**config.mk**
```make
export PLATFORM = sky130hd
export DESIGN_NAME = hc595_monitor
export DESIGN_NICKNAME = d
export VERILOG_FILES = /design/src/rtl/hc595_monitor.sv
export SDC_FILE = /design/constraint.sdc
export NUM_CORES = 1
export LEC_CHECK = 0
export ABC_AREA = 1
export CELL_PAD_IN_SITES_DETAIL_PLACEMENT = 2
export CELL_PAD_IN_SITES_GLOBAL_PLACEMENT = 2
export CORE_MARGIN = 1.5
export CORE_UTILIZATION = 38
export CTS_CLUSTER_DIAMETER = 40
export CTS_CLUSTER_SIZE = 8
export DETAILED_ROUTE_END_ITERATION = 10
export DONT_BUFFER_PORTS = 1
export PLACE_DENSITY_LB_ADDON = 0.3
export SYNTH_ARGS = -nofsm -noshare
export SYNTH_HDL_FRONTEND = slang
export SYNTH_SLANG_ARGS = --single-unit
```
**constraint.sdc**
```tcl
create_clock -name clk -period 1.8 [get_ports clk]
set_input_delay 0.09 -clock clk [delete_from_list [all_inputs] [get_ports clk]]
set_output_delay 0.09 -clock clk [all_outputs]
set_load 0.02 [all_outputs]
```
**src/rtl/hc595_monitor.sv**
```systemverilog
// Snoops the 74HC595 serial pins, rebuilds each latched sel/seg frame and
// keeps a decoded 6-digit image of what the display is showing.
module hc595_monitor #(
  parameter int FRAME_BITS = 14
) (
  input  logic        clk,
  input  logic        rst_n,
  input  logic        stcp,
  input  logic        shcp,
  input  logic        ds,
  input  logic        oe,
  output logic [5:0]  sel,
  output logic [7:0]  seg,
  output logic        frame_vld,
  output logic        frame_err,
  output logic        sel_err,
  output logic [23:0] digits,
  output logic [5:0]  points,
  output logic        dig_upd,
  output logic        disp_on
);

  localparam logic [3:0] FULL_COUNT = 4'(FRAME_BITS);

  logic stcp_s1, stcp_s2, stcp_s3;
  logic shcp_s1, shcp_s2, shcp_s3;
  logic ds_s1, ds_s2;
  logic oe_s1, oe_s2;
  logic stcp_rise_q, shcp_rise_q, ds_q;

  logic [FRAME_BITS-1:0] shreg, shreg_next;
  logic [3:0]            bitcnt, cnt_next;
  logic [7:0]            seg_next;
  logic                  latch_ok;
  logic [3:0]            code;

  function automatic logic is_onehot(input logic [5:0] v);
    return (v != 6'd0) && ((v & (v - 6'd1)) == 6'd0);
  endfunction

  // oe flops reset high so the display reads as off until oe is really seen.
  always_ff @(posedge clk or negedge rst_n) begin
    if (!rst_n) begin
      stcp_s1     <= 1'b0;
      stcp_s2     <= 1'b0;
      stcp_s3     <= 1'b0;
      shcp_s1     <= 1'b0;
      shcp_s2     <= 1'b0;
      shcp_s3     <= 1'b0;
      ds_s1       <= 1'b0;
      ds_s2       <= 1'b0;
      oe_s1       <= 1'b1;
      oe_s2       <= 1'b1;
      stcp_rise_q <= 1'b0;
      shcp_rise_q <= 1'b0;
      ds_q        <= 1'b0;
    end else begin
      stcp_s1     <= stcp;
      stcp_s2     <= stcp_s1;
      stcp_s3     <= stcp_s2;
      shcp_s1     <= shcp;
      shcp_s2     <= shcp_s1;
      shcp_s3     <= shcp_s2;
      ds_s1       <= ds;
      ds_s2       <= ds_s1;
      oe_s1       <= oe;
      oe_s2       <= oe_s1;
      stcp_rise_q <= stcp_s2 & ~stcp_s3;
      shcp_rise_q <= shcp_s2 & ~shcp_s3;
      ds_q        <= ds_s2;
    end
  end

  assign disp_on = ~oe_s2;

  // Shift lands before the latch check so a same-cycle stcp sees the new count.
  always_comb begin
    shreg_next = shreg;
    cnt_next   = bitcnt;
    if (shcp_rise_q) begin
      shreg_next = {ds_q, shreg[FRAME_BITS-1:1]};
      cnt_next   = (bitcnt == 4'd15) ? 4'd15 : bitcnt + 4'd1;
    end
    latch_ok = stcp_rise_q && (cnt_next == FULL_COUNT);
    seg_next = '0;
    for (int j = 0; j < 8; j++) begin
      seg_next[7-j] = shreg_next[6+j];
    end
  end

  always_ff @(posedge clk or negedge rst_n) begin
    if (!rst_n) begin
      shreg     <= '0;
      bitcnt    <= 4'd0;
      sel       <= 6'd0;
      seg       <= 8'hFF;
      frame_vld <= 1'b0;
      frame_err <= 1'b0;
      sel_err   <= 1'b0;
    end else begin
      shreg     <= shreg_next;
      bitcnt    <= stcp_rise_q ? 4'd0 : cnt_next;
      frame_vld <= latch_ok;
      frame_err <= stcp_rise_q && !latch_ok;
      sel_err   <= latch_ok && !is_onehot(shreg_next[5:0]);
      if (latch_ok) begin
        sel <= shreg_next[5:0];
        seg <= seg_next;
      end
    end
  end

  always_comb begin
    case (seg[6:0])
      7'h40:   code = 4'h0;
      7'h79:   code = 4'h1;
      7'h24:   code = 4'h2;
      7'h30:   code = 4'h3;
      7'h19:   code = 4'h4;
      7'h12:   code = 4'h5;
      7'h02:   code = 4'h6;
      7'h78:   code = 4'h7;
      7'h00:   code = 4'h8;
      7'h10:   code = 4'h9;
      7'h3F:   code = 4'hA;
      7'h7F:   code = 4'hF;
      default: code = 4'hE;
    endcase
  end

  // Runs one cycle behind the latch, working from the registered sel/seg.
  always_ff @(posedge clk or negedge rst_n) begin
    if (!rst_n) begin
      digits  <= 24'hFFFFFF;
      points  <= 6'd0;
      dig_upd <= 1'b0;
    end else begin
      dig_upd <= frame_vld && !sel_err;
      if (frame_vld && !sel_err) begin
        for (int i = 0; i < 6; i++) begin
          if (sel[i]) begin
            digits[4*i +: 4] <= code;
            points[i]        <= ~seg[7];
          end
        end
      end
    end
  end

endmodule

```
==> results_dict.tcl <==
set metrics [dict create \
    crit_start "bitcnt[1]" \
    crit_path_cell_trace "ha_2 > a21oi_1 > o21bai_1 > nor2_2 > nand3_2 > buf_12 > nand2_1 > o21ai_2" \
    avgSynthCellArea_sq_um 9.37 \
    initial_utilization_pct 39.3 \
    drive_gt1_share_pct 30.9 \
    vias 2546 \
    cp-end-kind "flip-flop" \
    grt_pass1_wl_um 15000 \
    insertion_delay_ns 0.35 \
    drc 0 \
    yosysWarnings 0 \
    r2r_cells 8 \
    nets 400 \
    hold_ws_ns -0.572 \
    slew_headroom_pct 77.3 \
    cp_max_fo 21 \
    crit_arrival_ns 1.91 \
    ctsLongestPathBuffers 2 \
    syn_nets 375 \
    worstHoldPathType "in2async" \
    worst_pin_slew_ns 0.341 \
    ios 55 \
    htreeDepth 3 \
    grt_setup_unrepaired "no" \
    wl_per_cell_um 17.5 \
    io_buffers 0 \
    path_clk_slew_ns 0.08 \
    p_total_mw 3.49 \
    path_class "reg2reg" \
    dp_hpwl_um 6230 \
    fin_skew_ns 0.0141 \
    crit_end "sel[5]" \
    netlist.area_leader.share_pct 32.7 \
    critPathSlowestCell "dfrtp_1" \
    startpoint_type "flip-flop" \
    violations "hold timing" \
    finalSetupTns_ns 0 \
    cts.hold.buffers_added 4 \
    ctsRootBufferMaster "clkbuf_8" \
    ir_worst_vdd_mv 0.461 \
    ys_ff_latch 79 \
    synthTopCellsByArea "dfrtp_1 (33%), dfstp_2 (26%), nand2_1 (14%), inv_1 (3.5%), nand2_2 (3.4%)" \
    rows 34 \
    die_w_um 98.2 \
    wl_um 8860 \
    regToRegStartpoint "bitcnt[1]" \
    r2r-end "sel[5]" \
    synth.distinct_cells 30 \
    power_density_nw_per_um2 892 \
    ys_seq_area_share_pct 58.6 \
    cts_made_buffers 9 \
    period_needed_ns 1.68 \
    ff2ff_setup_slack_ns 0.12 \
    setup_violations 0 \
    syn_inst 368 \
    via_per_inst 5.03 \
    status "finished with violations" \
    drt_iter0_drc 107 \
    core_sq_um 8760 \
    critPathMaxStageDelay_ns 0.41 \
    grt_max_degree 80 \
    synth_top_cell_by_area "dfrtp_1" \
    fill_cells 967 \
    fmax_mhz 595 \
    worstPathRequired_ns 2.03 \
    num_antenna_cells 0 \
    ant_nets 0 \
    grt_usage_pct 19.8 \
    hold_viol 79 \
    cts_tree "yes" \
    grt_pass1_vias 2854 \
    cts_num_sinks 79 \
    firstDrtPassIters 4 \
    gp_congestion 0.770 \
    grt_overflow_total 0 \
    die_y_um 98.2 \
    maxCapViolCount 0 \
    post-route-period-util_pct 93.4 \
    antenna_found_initial 0 \
    synth_area_sq_um 3450 \
    leakage_nw 1.87 \
    slew_viol_final 0 \
    area_delta_synth_final_pct 13.5 \
    die_area_sq_um 9650 \
]
==> layout make-up <==
type,instances,area [sq um],share of cell area [%]
clock buffers,13,170,4.35
inverters,37,139,3.55
repair buffers,22,200,5.12
flip-flops and latches,79,2020,51.6
clock inverters,3,17.5,0.448
well taps,108,135,3.45
multi-input cells,244,1230,31.4
==> timing repair <==
action	in CTS	in global routing
endpoints found under the setup margin	0	8
setup buffers	0	2
resized for setup	0	3
endpoints found under the hold margin	83	79
==> cell families (layout without fill, tap and decap cells) <==
| family | count (synthesis) | count (layout) | share of synthesized area (%) |
|---|---|---|---|
| flops | 79 | 79 | 58.6 |
| fa+ha+maj | 1 | 1 | 0.363 |
| simple gates | 204 | 204 | 27.2 |
| compound gates | 38 | 38 | 7.62 |
| xor+xnor | 1 | 1 | 0.254 |
| buf+inv | 45 | 75 | 5.95 |
==> Yosys cell counts, drive strengths merged <==
master    n
a21boi    1
a21oi     1
buf       7
clkbuf    1
dfrtp    45
dfstp    34
ha        1
inv      37
nand2   151
nand3     9
nand4     9
nor2     31
nor3      4
o21a      1
o21ai    34
o21bai    1
xnor2     1
==> flip-flops by register name, summed over array words and instances, names as in the netlist, 4 cells and up <==
signal	flops
shreg	14
digits	24
seg	8
bitcnt	4
sel	6
points	6
==> worst max-delay path: cells and delay by family, from the launching register on <==
family                     cells  cell delay, ns
and+or+nand+nor                3            0.36
DFF                            1            0.41
buffers and inverters          1            0.18
adders and majority gates      1            0.23
AOI/OAI and AO/OA              3            0.37
==> placed cells by master, fill, tap and decap left out, types with 4 or more instances in the layout <==
master,count
dlygate4sd3_1,4
nand2_2,19
buf_4,16
nand3_1,7
dfrtp_1,45
o21ai_0,13
clkbuf_8,10
inv_1,32
inv_2,5
o21ai_2,11
nand2_1,127
dfstp_2,34
nand4_1,9
nor2_1,22
o21ai_1,8
nor2_2,8
nand2_4,5
==> layer usage <==
layer / GRT usage [%] / up-vias / part of all wire (%)
li1: - / 1193 / -
met1: 24.9 / 1304 / 44
met2: 34.5 / 40 / 51
met3: 4.15 / 9 / 3.8
met4: 5.85 / 0 / 1.2
met5: 0 / - / 0
==> worst min path at each step <==
stage | endpoint | cells past startpoint
after detailed placement | stcp_s2 | 0
after floorplan | bitcnt[0] | 0
after CTS | bitcnt[3] | 0
final | ds_s1 | 0
after global placement | shcp_s1 | 0
after global routing | shcp_s2 | 0
==> per-stage QoR <==
step | instances | hold slack [ns] | setup slack [ns] | instance area (sq um) | utilization (%)
2_1_floorplan | 368 | -0.206 | 0.331 | 3450 | -
3_3_place_gp | 484 | -0.203 | 0.183 | 3660 | 41.8
3_5_place_dp | 484 | -0.204 | 0.130 | 3660 | 41.8
4_1_cts | 504 | -0.589 | 0.0836 | 3890 | 44.4
5_1_grt | 506 | -0.593 | 0.00489 | 3910 | 44.6
6_report | 506 | -0.572 | 0.119 | 3910 | 44.6
==> report_power, final <==
part           total, mW  switching, mW  leakage (nW)  internal, mW
Sequential          1.92         0.0594         0.935          1.86
Combinational      0.290          0.186         0.837         0.104
Clock               1.28          0.655        0.0946         0.621
Total               3.49          0.901          1.87          2.59
No activity file was read; power rests on OpenSTA's default activity.
